===== config.mk =====
export PLATFORM = sky130hd
export DESIGN_NAME = usr_shift_sequencer_flat
export DESIGN_NICKNAME = d
export VERILOG_FILES = /design/src/rtl/usr_shift_sequencer_if.sv /design/src/rtl/usr_shift_sequencer.sv /design/src/flat_wrapper.sv
export SDC_FILE = /design/constraint.sdc
export NUM_CORES = 1
export LEC_CHECK = 0
export BUFFER_PORTS_ARGS = -buffer_cell sky130_fd_sc_hd__buf_2
export CORE_ASPECT_RATIO = 1.5
export CORE_MARGIN = 2
export CORE_UTILIZATION = 53
export CTS_CLUSTER_DIAMETER = 50
export CTS_CLUSTER_SIZE = 30
export DETAILED_ROUTE_END_ITERATION = 10
export PLACE_DENSITY = 0.74
export SLEW_MARGIN = 15
export SYNTH_ARGS = -nofsm -noshare
export SYNTH_HDL_FRONTEND = slang
export SYNTH_SLANG_ARGS = --single-unit

===== constraint.sdc =====
create_clock -name clk -period 3.2 [get_ports clk]
set_input_delay 0.32 -clock clk [delete_from_list [all_inputs] [get_ports clk]]
set_output_delay 0.32 -clock clk [all_outputs]
set_load 0.005 [all_outputs]

===== src/rtl/usr_shift_sequencer_if.sv =====
// Command handshake and register-drive bundle between upstream logic,
// the shift sequencer and the downstream 4-bit universal shift register.
interface usr_shift_sequencer_if #(
  parameter int unsigned WIDTH = 4,
  parameter int unsigned SER_W = 8,
  parameter int unsigned CNT_W = 4
);
  logic             cmd_valid;
  logic             cmd_ready;
  logic [1:0]       cmd_op;
  logic [CNT_W-1:0] cmd_cnt;
  logic [WIDTH-1:0] cmd_pdata;
  logic [SER_W-1:0] cmd_sdata;
  logic [1:0]       sel;
  logic [WIDTH-1:0] usr_i;
  logic             il;
  logic             ir;
  logic             busy;
  logic             done;

  modport master (
    output cmd_valid, cmd_op, cmd_cnt, cmd_pdata, cmd_sdata,
    input  cmd_ready, sel, usr_i, il, ir, busy, done
  );

  modport slave (
    input  cmd_valid, cmd_op, cmd_cnt, cmd_pdata, cmd_sdata,
    output cmd_ready, sel, usr_i, il, ir, busy, done
  );
endinterface


===== src/rtl/usr_shift_sequencer.sv =====
// Sequences hold / load / shift-left-N / shift-right-N commands onto the select,
// parallel and serial pins of a universal shift register, then pulses done.
module usr_shift_sequencer #(
  parameter int unsigned WIDTH = 4,
  parameter int unsigned SER_W = 8,
  parameter int unsigned CNT_W = 4
) (
  input  logic                  clk,
  input  logic                  rst,
  usr_shift_sequencer_if.slave  bus
);

  localparam logic [1:0] OP_HOLD = 2'b00;
  localparam logic [1:0] OP_SHR  = 2'b01;
  localparam logic [1:0] OP_SHL  = 2'b10;
  localparam logic [1:0] OP_LOAD = 2'b11;

  typedef enum logic [1:0] {IDLE, LOAD, SHIFT, DONE} state_t;

  state_t           state;
  logic [1:0]       op_q;
  logic [SER_W-1:0] sreg;
  logic [CNT_W-1:0] rem;
  logic [CNT_W-1:0] eff_cnt;
  logic             accept;

  // Shift counts above the fill-word width saturate silently.
  assign eff_cnt = (bus.cmd_cnt > CNT_W'(SER_W)) ? CNT_W'(SER_W) : bus.cmd_cnt;
  assign accept  = bus.cmd_valid && bus.cmd_ready;

  always_ff @(posedge clk or negedge rst) begin
    if (!rst) begin
      state         <= IDLE;
      op_q          <= OP_HOLD;
      sreg          <= SER_W'(0);
      rem           <= CNT_W'(0);
      bus.cmd_ready <= 1'b1;
      bus.sel       <= 2'b00;
      bus.usr_i     <= WIDTH'(0);
      bus.il        <= 1'b0;
      bus.ir        <= 1'b0;
      bus.busy      <= 1'b0;
      bus.done      <= 1'b0;
    end else begin
      bus.done <= 1'b0;
      unique case (state)
        IDLE: begin
          if (accept) begin
            op_q          <= bus.cmd_op;
            bus.cmd_ready <= 1'b0;
            bus.busy      <= 1'b1;
            if (bus.cmd_op == OP_LOAD) begin
              state     <= LOAD;
              bus.sel   <= OP_LOAD;
              bus.usr_i <= bus.cmd_pdata;
            end else if ((bus.cmd_op != OP_HOLD) && (eff_cnt != CNT_W'(0))) begin
              // First serial bit goes out on the very next cycle.
              state   <= SHIFT;
              bus.sel <= bus.cmd_op;
              bus.ir  <= (bus.cmd_op == OP_SHR) && bus.cmd_sdata[0];
              bus.il  <= (bus.cmd_op == OP_SHL) && bus.cmd_sdata[0];
              sreg    <= bus.cmd_sdata >> 1;
              rem     <= eff_cnt - CNT_W'(1);
            end else begin
              state    <= DONE;
              bus.done <= 1'b1;
            end
          end
        end
        LOAD: begin
          state    <= DONE;
          bus.sel  <= 2'b00;
          bus.done <= 1'b1;
        end
        SHIFT: begin
          if (rem == CNT_W'(0)) begin
            state    <= DONE;
            bus.sel  <= 2'b00;
            bus.il   <= 1'b0;
            bus.ir   <= 1'b0;
            bus.done <= 1'b1;
          end else begin
            bus.ir <= (op_q == OP_SHR) && sreg[0];
            bus.il <= (op_q == OP_SHL) && sreg[0];
            sreg   <= sreg >> 1;
            rem    <= rem - CNT_W'(1);
          end
        end
        DONE: begin
          state         <= IDLE;
          bus.busy      <= 1'b0;
          bus.cmd_ready <= 1'b1;
        end
        default: begin
          state         <= IDLE;
          bus.sel       <= 2'b00;
          bus.il        <= 1'b0;
          bus.ir        <= 1'b0;
          bus.busy      <= 1'b0;
          bus.cmd_ready <= 1'b1;
        end
      endcase
    end
  end

endmodule


===== src/flat_wrapper.sv =====
// flat-port wrapper written by rule: the top's interface ports become plain ports
module usr_shift_sequencer_flat 
#(
  parameter int unsigned WIDTH = 4,
  parameter int unsigned SER_W = 8,
  parameter int unsigned CNT_W = 4
)
  (clk, rst, bus_cmd_valid, bus_cmd_op, bus_cmd_cnt, bus_cmd_pdata, bus_cmd_sdata, bus_cmd_ready, bus_sel, bus_usr_i, bus_il, bus_ir, bus_busy, bus_done);
  usr_shift_sequencer_if #(.WIDTH(WIDTH), .SER_W(SER_W), .CNT_W(CNT_W)) bus_i ();
  input  logic clk;
  input  logic rst;
  input wire logic [$bits(bus_i.cmd_valid)-1:0] bus_cmd_valid;
  input wire logic [$bits(bus_i.cmd_op)-1:0] bus_cmd_op;
  input wire logic [$bits(bus_i.cmd_cnt)-1:0] bus_cmd_cnt;
  input wire logic [$bits(bus_i.cmd_pdata)-1:0] bus_cmd_pdata;
  input wire logic [$bits(bus_i.cmd_sdata)-1:0] bus_cmd_sdata;
  output wire logic [$bits(bus_i.cmd_ready)-1:0] bus_cmd_ready;
  output wire logic [$bits(bus_i.sel)-1:0] bus_sel;
  output wire logic [$bits(bus_i.usr_i)-1:0] bus_usr_i;
  output wire logic [$bits(bus_i.il)-1:0] bus_il;
  output wire logic [$bits(bus_i.ir)-1:0] bus_ir;
  output wire logic [$bits(bus_i.busy)-1:0] bus_busy;
  output wire logic [$bits(bus_i.done)-1:0] bus_done;
  assign bus_i.cmd_valid = bus_cmd_valid;
  assign bus_i.cmd_op = bus_cmd_op;
  assign bus_i.cmd_cnt = bus_cmd_cnt;
  assign bus_i.cmd_pdata = bus_cmd_pdata;
  assign bus_i.cmd_sdata = bus_cmd_sdata;
  assign bus_cmd_ready = bus_i.cmd_ready;
  assign bus_sel = bus_i.sel;
  assign bus_usr_i = bus_i.usr_i;
  assign bus_il = bus_i.il;
  assign bus_ir = bus_i.ir;
  assign bus_busy = bus_i.busy;
  assign bus_done = bus_i.done;
  usr_shift_sequencer #(.WIDTH(WIDTH), .SER_W(SER_W), .CNT_W(CNT_W)) u_core (.clk(clk), .rst(rst), .bus(bus_i));
endmodule

==> results of run 1 <==
-- sequential cells by signal, indices dropped and copies added (netlist names) --
| register | count |
|---|---|
| u_core.op_q | 2 |
| u_core.bus.done | 1 |
| u_core.bus.il | 1 |
| u_core.bus.cmd_ready | 1 |
| u_core.bus.sel | 2 |
| u_core.sreg | 7 |
| u_core.state | 2 |
| u_core.bus.busy | 1 |
| u_core.bus.ir | 1 |
| u_core.bus.usr_i | 4 |
| u_core.rem | 4 |
-- cells by family after synthesis --
kind of cell | Yosys count | share of synthesized area (%)
buffers and inverters | 11 | 4.10
xor gates and xnor gates | 1 | 0.597
and+or+nand+nor | 35 | 16.0
AOI/OAI and AO/OA | 24 | 10.4
adders and majority gates | 5 | 4.27
muxes | 24 | 20.1
DFF | 26 | 44.5
-- layer usage --
metal	GRT usage [%]	vias up	wire length, microns
li1	-	511	-
met1	26.0	520	1170
met2	34.4	38	1510
met3	2.37	6	155
met4	9.38	0	65
met5	0	-	0
-- synth_stat cells, drive strengths merged --
cell	count	area [sq um]
dfstp	1	26.3
nand2	8	30.0
nand2b	3	26.3
or4bb	2	22.5
buf	6	41.3
xnor2	1	8.76
nor2	6	22.5
dfrtp	25	626
ha	5	62.6
a2bb2oi	1	8.76
mux2i	1	10.0
a21boi	1	7.51
o22ai	1	6.26
or3	1	11.3
o21ai	7	35.0
a311oi	1	8.76
a21oi	6	30.0
nand4	1	6.26
and3	1	7.51
nor4	2	18.8
a22o	2	17.5
mux2	23	285
nor3b	2	15.0
a22oi	1	7.51
o21a	1	7.51
inv	5	18.8
o31ai	2	15.0
a21o	1	8.76
nand3b	1	7.51
nor2b	3	18.8
and2	1	6.26
nand3	2	22.5
or4b	2	20.0
-- worst min-delay path by stage --
stage	startpoint	end	slack, ns
2_1_floorplan	rst	u_core.bus.busy	0.02
6_report	rst	u_core.sreg[4]	0.02
4_1_cts	rst	u_core.sreg[3]	0.05
5_1_grt	rst	u_core.sreg[3]	0.08
3_5_place_dp	rst	u_core.sreg[3]	0.35
3_3_place_gp	rst	u_core.sreg[3]	0.34
-- power by group through the flow --
stage               Combinational (mW)  Clock (mW)  Sequential (mW)
floorplan                        0.623           0            0.569
global placement                 0.751           0            0.574
detailed placement               0.783           0            0.587
CTS                              0.792       0.282            0.581
global route                     0.862       0.292            0.598
finish                           0.784       0.278            0.582
-- area by class of cell --
cell class | count | area, sq um
fillers | 236 | 942
multi-input cells | 89 | 754
flip-flops and latches | 26 | 652
repair buffers | 32 | 163
well taps | 37 | 46.3
clock buffers | 3 | 41.3
clock inverters | 1 | 30.0
inverters | 5 | 18.8
-- layout by cell type, fill, tap and decap left out, types with 2 or more instances in the layout --
master,count
clkbuf_8,3
mux2_2,16
inv_1,5
nor3b_1,2
buf_2,31
nand2_1,8
a21oi_1,6
or4b_2,2
or4bb_1,2
o21ai_0,7
a22o_1,2
nor2b_1,3
o31ai_1,2
nor2_1,6
ha_1,5
dfrtp_1,25
mux2_4,7
nand2b_1,2
==> impl_metrics.toml, run 1 <==
[grt]
grt_pass1_wl_mm = 4.77
grt_pass1_vias = 1070
grt.total_usage_pct = 20.6
antenna_found_initial = 0
grt_overflow = 0
grt_max_degree = 27

[place]
pre_cts_slack_ns = 0.660
port_buffers = 31
dpl_cell_area_sq_um = 1630
placed_cells = 189
gp_congestion = 0.905
detailed_place_hpwl_mm = 2.15

[yosys]
avgSynthCellArea_sq_um = 11.6
synthesis.nets = 152
seq_area_frac_synth_pct = 44.5
synthCells = 126
netlist_area_sq_um = 1470
ys_seq_elements = 26
yosysWarnings = 0
synth_cell_types = 39

[sta]
finalCriticalPeriod_ns = 2.57
layout_setup_ws_ns = 0.630
finalHoldViolCount = 0
timing.hold.ws_ns = 0.0219
grt_setup_unrepaired = "no"
relSlewSlack_pct = 60.5
fin_skew_ns = 0.00261
final.period_utilization_pct = 80.3
slew_viol_final = 0
max_freq_ghz = 0.389
max_slew.worst_pin.slew_ns = 0.592
setup_viol = 0
fin_setup_tns_ns = 0

[clock_network]
clockRootBuffer = "clkbuf_8"
numCtsBuffers = 3
clock_path_buffers = 2
cts_tree = "built"
clk_latency_ns = 0.28
cts_resized = 0
cts_sinks = 26
htreeDepth = 1
holdBufCountCts = 0
clk_pin_slew_ns = 0.09
post-cts-setup-buffers = 0

[floorplanning]
start_util_pct = 55.4
die_area_sq_um = 3210
std_cell_rows = 23
io_pins = 32
die_width_microns = 47.0
core_sq_um = 2650
die_h_microns = 68.4

[critical_path]
crit_arrival_ns = 2.77
regToRegEndpoint = "u_core.rem[2]"
ff2ff_setup_slack_ns = 0.63
worstSetupStartpointType = "flip-flop"
crit_required_ns = 3.40
crit_path_start = "u_core.state[0]"
path_max_fanout = 14
path_delay_family = "simple AND/OR/NAND/NOR gates"
crit_top_cell = "ha_1"
cp_cell_sequence = "inv_1 -> ha_1 -> nor2_1 -> a22oi_1 -> ha_1 -> or4b_2 -> and3_2 -> o22ai_1"
path_class = "flip-flop to flip-flop"
critical-path-max-stage-delay_ns = 0.60
rr_worst_depth = 8
cp.depth = 8
cp_slowest_cell = "or4b_2"
cp_num_buf_inv = 1
reg2reg_from = "u_core.state[0]"
critPathCaptureType = "flip-flop"
cp-endpoint = "u_core.rem[2]"

[final_layout]
layout-drive-gt1-share_pct = 43.6
diodes = 0
final_area_sq_um = 1710
fin_util_pct = 64.4
area_growth_syn_to_layout_pct = 16.3
final_cells = 193
nets = 183

[detailed_routing]
antenna_left = 0
wirelength_mm = 2.91
vias_per_cell = 5.57
dr.pass1.iters = 4
wire_per_inst_microns = 15.1
vias = 1075
first_iter_violations = 38
drc = 0

[power]
swShare_pct = 34.8
p_sw_uw = 573
ir_drop_uv = 594
power.internal_mw = 1.07
power_mw = 1.64
p_clk_share_pct = 16.9
seqPwrFrac_pct = 35.4
powerDensity_nw_per_um2 = 964
leakage_nw = 0.825
combPwrFrac_pct = 47.7

[status]
outcome = "finished clean"

[flow_run]
maxCapViolCount = 0

[hold_path]
hold_class = "input port to asynchronous set/reset pin"
Note: power is estimated with default switching activity, not from simulation.
==> run 2: changes to the inputs <==
--- a/config.mk
+++ b/config.mk
@@ -5,6 +5,7 @@
 export SDC_FILE = /design/constraint.sdc
 export NUM_CORES = 1
 export LEC_CHECK = 0
+export ABC_AREA = 1
 export BUFFER_PORTS_ARGS = -buffer_cell sky130_fd_sc_hd__buf_2
 export CORE_ASPECT_RATIO = 1.5
 export CORE_MARGIN = 2
==> constraint.sdc (replaced) <==
create_clock -name clk -period 2.6 [get_ports clk]
set_input_delay 0.26 -clock clk [delete_from_list [all_inputs] [get_ports clk]]
set_output_delay 0.26 -clock clk [all_outputs]
set_load 0.005 [all_outputs]
==> impl_metrics.toml, run 2 <==
[status]
outcome = "finished clean"

[sta]
final.period_utilization_pct = 84.5
setup_viol = 0
fin_skew_ns = 0.00166
max_freq_ghz = 0.455
grt_setup_unrepaired = "no"
relSlewSlack_pct = 62.0
finalCriticalPeriod_ns = 2.20
max_slew.worst_pin.slew_ns = 0.570
fin_setup_tns_ns = 0
slew_viol_final = 0
finalHoldViolCount = 0

[power]
leakage_nw = 0.954
p_clk_share_pct = 16.8
swShare_pct = 41.8
p_sw_uw = 837
combPwrFrac_pct = 47.1
powerDensity_nw_per_um2 = 1180
seqPwrFrac_pct = 36.1
ir_drop_uv = 713
power.internal_mw = 1.17

[floorplanning]
std_cell_rows = 23
core_sq_um = 2620
start_util_pct = 55.0
die_area_sq_um = 3160
die_width_microns = 46.6
io_pins = 32
die_h_microns = 67.8

[yosys]
synthCells = 192
ys_top_cells_by_count = "nand2_1 (83), dfrtp_1 (25), inv_1 (22)"
yosysWarnings = 0
netlist_area_sq_um = 1440
yosysMostFrequentCell = "nand2_1"
ys_seq_elements = 26
seq_area_frac_synth_pct = 45.3
synthesis.nets = 218
async_flop_share_pct = 100
synth_cell_types = 22
ys.flop_type = "dfrtp_1"
synth_top_area_share_pct = 43.4
synth_area_leaders = "dfrtp_1 (43%), nand2_1 (22%), inv_1 (5.7%)"
avgSynthCellArea_sq_um = 7.50
synth_top_area_cell = "dfrtp_1"
synth-edff-count = 0

[final_layout]
fillers = 226
nets = 251
final_cells = 261
layout.cells.most_common_list = "nand2_1 (83), buf_2 (31), dfrtp_1 (25)"
layout-drive-gt1-share_pct = 20.5
diodes = 0
top_regs = "u_core.sreg x7, u_core.bus.usr_i x4, u_core.rem x4"
regMostFlops = "u_core.sreg"
area_growth_syn_to_layout_pct = 17.8
final_common_cell = "nand2_1"
largest_register_ffs = 7

[critical_path]
critPathCaptureType = "flip-flop"
path_delay_family = "buffers and inverters"
path_class = "flip-flop to flip-flop"
path_max_fanout = 16
ff2ff_setup_slack_ns = 0.40
cp_num_buf_inv = 3
crit_arrival_ns = 2.42
cp_cell_sequence = "inv_1 -> ha_1 -> inv_1 -> nor2_1 -> nor2_4 -> inv_1 -> nand2_1 -> nand2_1"
critical-path-max-stage-delay_ns = 0.52
crit_required_ns = 2.82
crit_top_cell = "inv_1"
worstSetupStartpointType = "flip-flop"
cp_slowest_cell = "ha_1"

[grt]
grt.total_usage_pct = 22.5
grt_pass1_vias = 1258
grt_pass1_wl_mm = 5.24
grt_max_degree = 27
antenna_found_initial = 0
grt_overflow = 0

[clock_network]
clockRootBuffer = "clkbuf_8"
htreeDepth = 1
numCtsBuffers = 3
clock_path_buffers = 2
clk_latency_ns = 0.27
post-cts-setup-buffers = 0
cts_sinks = 26
clk_pin_slew_ns = 0.09
cts_tree = "built"

[detailed_routing]
vias_per_cell = 4.97
dr.pass1.iters = 4
vias = 1296
wl_met1_mm = 1.34
wire_per_inst_microns = 11.7
drc = 0
wirelength_mm = 3.06
first_iter_violations = 29
wl_met3_microns = 150
wl_met2_mm = 1.51
top_layer = "met4"
antenna_left = 0

[place]
detailed_place_hpwl_mm = 2.37
placed_cells = 256
port_buffers = 31
gp_congestion = 0.905

[flow_run]
maxCapViolCount = 0

[hold_path]
hold_class = "input port to flip-flop"
run 2: cell count changes in the layout (fill, tap and decap cells not counted), moves of 3 or more:
cell / previous run / this run
nand2_1: 8 / 83
inv_1: 5 / 22
mux2_2: 16 / 4
nand3_1: 1 / 9
mux2_4: 7 / 0
nor2_1: 6 / 11
nand4_1: 1 / 4
nor2b_1: 3 / 0
o21ai_0: 7 / 10
run 2: worst paths after layout:
check | startpoint | end | cells past startpoint
max in group asynchronous | rst | u_core.bus.cmd_ready | 2
setup / recovery | u_core.state[0] | u_core.rem[3] | 8
min in group asynchronous | rst | u_core.rem[1] | 2
setup reg to reg | u_core.state[0] | u_core.rem[3] | 8
hold reg to reg | u_core.bus.sel[1] | u_core.bus.sel[1] | 2
hold / removal | bus_cmd_pdata[1] | u_core.bus.usr_i[1] | 2
run 2: cells by family (layout without fill, tap and decap cells):
kind of cell             Yosys count  count (layout)  share of synthesized area (%)
AO/OA/AOI/OAI                     17              17                           6.34
buffers and inverters             27              59                           7.82
AND/OR/NAND/NOR                  112             112                           32.5
flip-flops                        26              26                           45.3
adder cells (fa/ha/maj)            5               5                           4.34
XOR/XNOR                           1               1                          0.608
multiplexers                       4               4                           3.13
run 2: worst reg2reg max path, delay by kind of cell (launching register included):
family | cells | cell delay [ns]
and+or+nand+nor | 4 | 0.59
adders and majority gates | 1 | 0.52
DFF | 1 | 0.42
buffers and inverters | 3 | 0.62
run 2: cell type report:
class                   count  area, sq um  area share (%)
clock inverters             1         30.0            1.77
well taps                  37         46.3            2.73
repair buffers             32          165            9.73
inverters                  23         86.3            5.09
multi-input cells         139          676            39.8
flip-flops and latches     26          652            38.4
clock buffers               3         41.3            2.43
run 2: routing by layer:
metal,GRT usage [%],vias to the layer above
met2,37.3,38
li1,-,657
met1,27.5,594
met4,11.8,0
met3,2.90,7
met5,0,-
run 2: repair_timing:
item,in CTS,in global routing
hold buffers,1,0
hold endpoints to repair,25,0
gates resized for setup,0,0
run 2: power groups by stage:
stage                     sequential, mW  clock [mW]  combinational, mW
final                              0.723       0.337              0.945
after global routing               0.744       0.359               1.10
after CTS                          0.724       0.342              0.948
after detailed placement           0.731           0              0.942
after global placement             0.718           0              0.909
after floorplan                    0.709           0              0.721
run 2: through the flow:
| stage | power (mW) | hold WS [ns] | setup slack (ns) | area, sq um | util (%) |
|---|---|---|---|---|---|
| 6_report | 2.00 | 0.215 | 0.403 | 1700 | 64.8 |
| 5_1_grt | 2.20 | 0.212 | 0.135 | 1700 | 64.8 |
| 4_1_cts | 2.01 | 0.213 | 0.424 | 1700 | 64.8 |
| 3_5_place_dp | 1.67 | 0.290 | 0.487 | 1620 | 61.7 |
| 3_3_place_gp | 1.63 | 0.278 | 0.591 | 1620 | 61.7 |
| 2_1_floorplan | 1.43 | -0.0356 | 0.951 | 1440 | - |
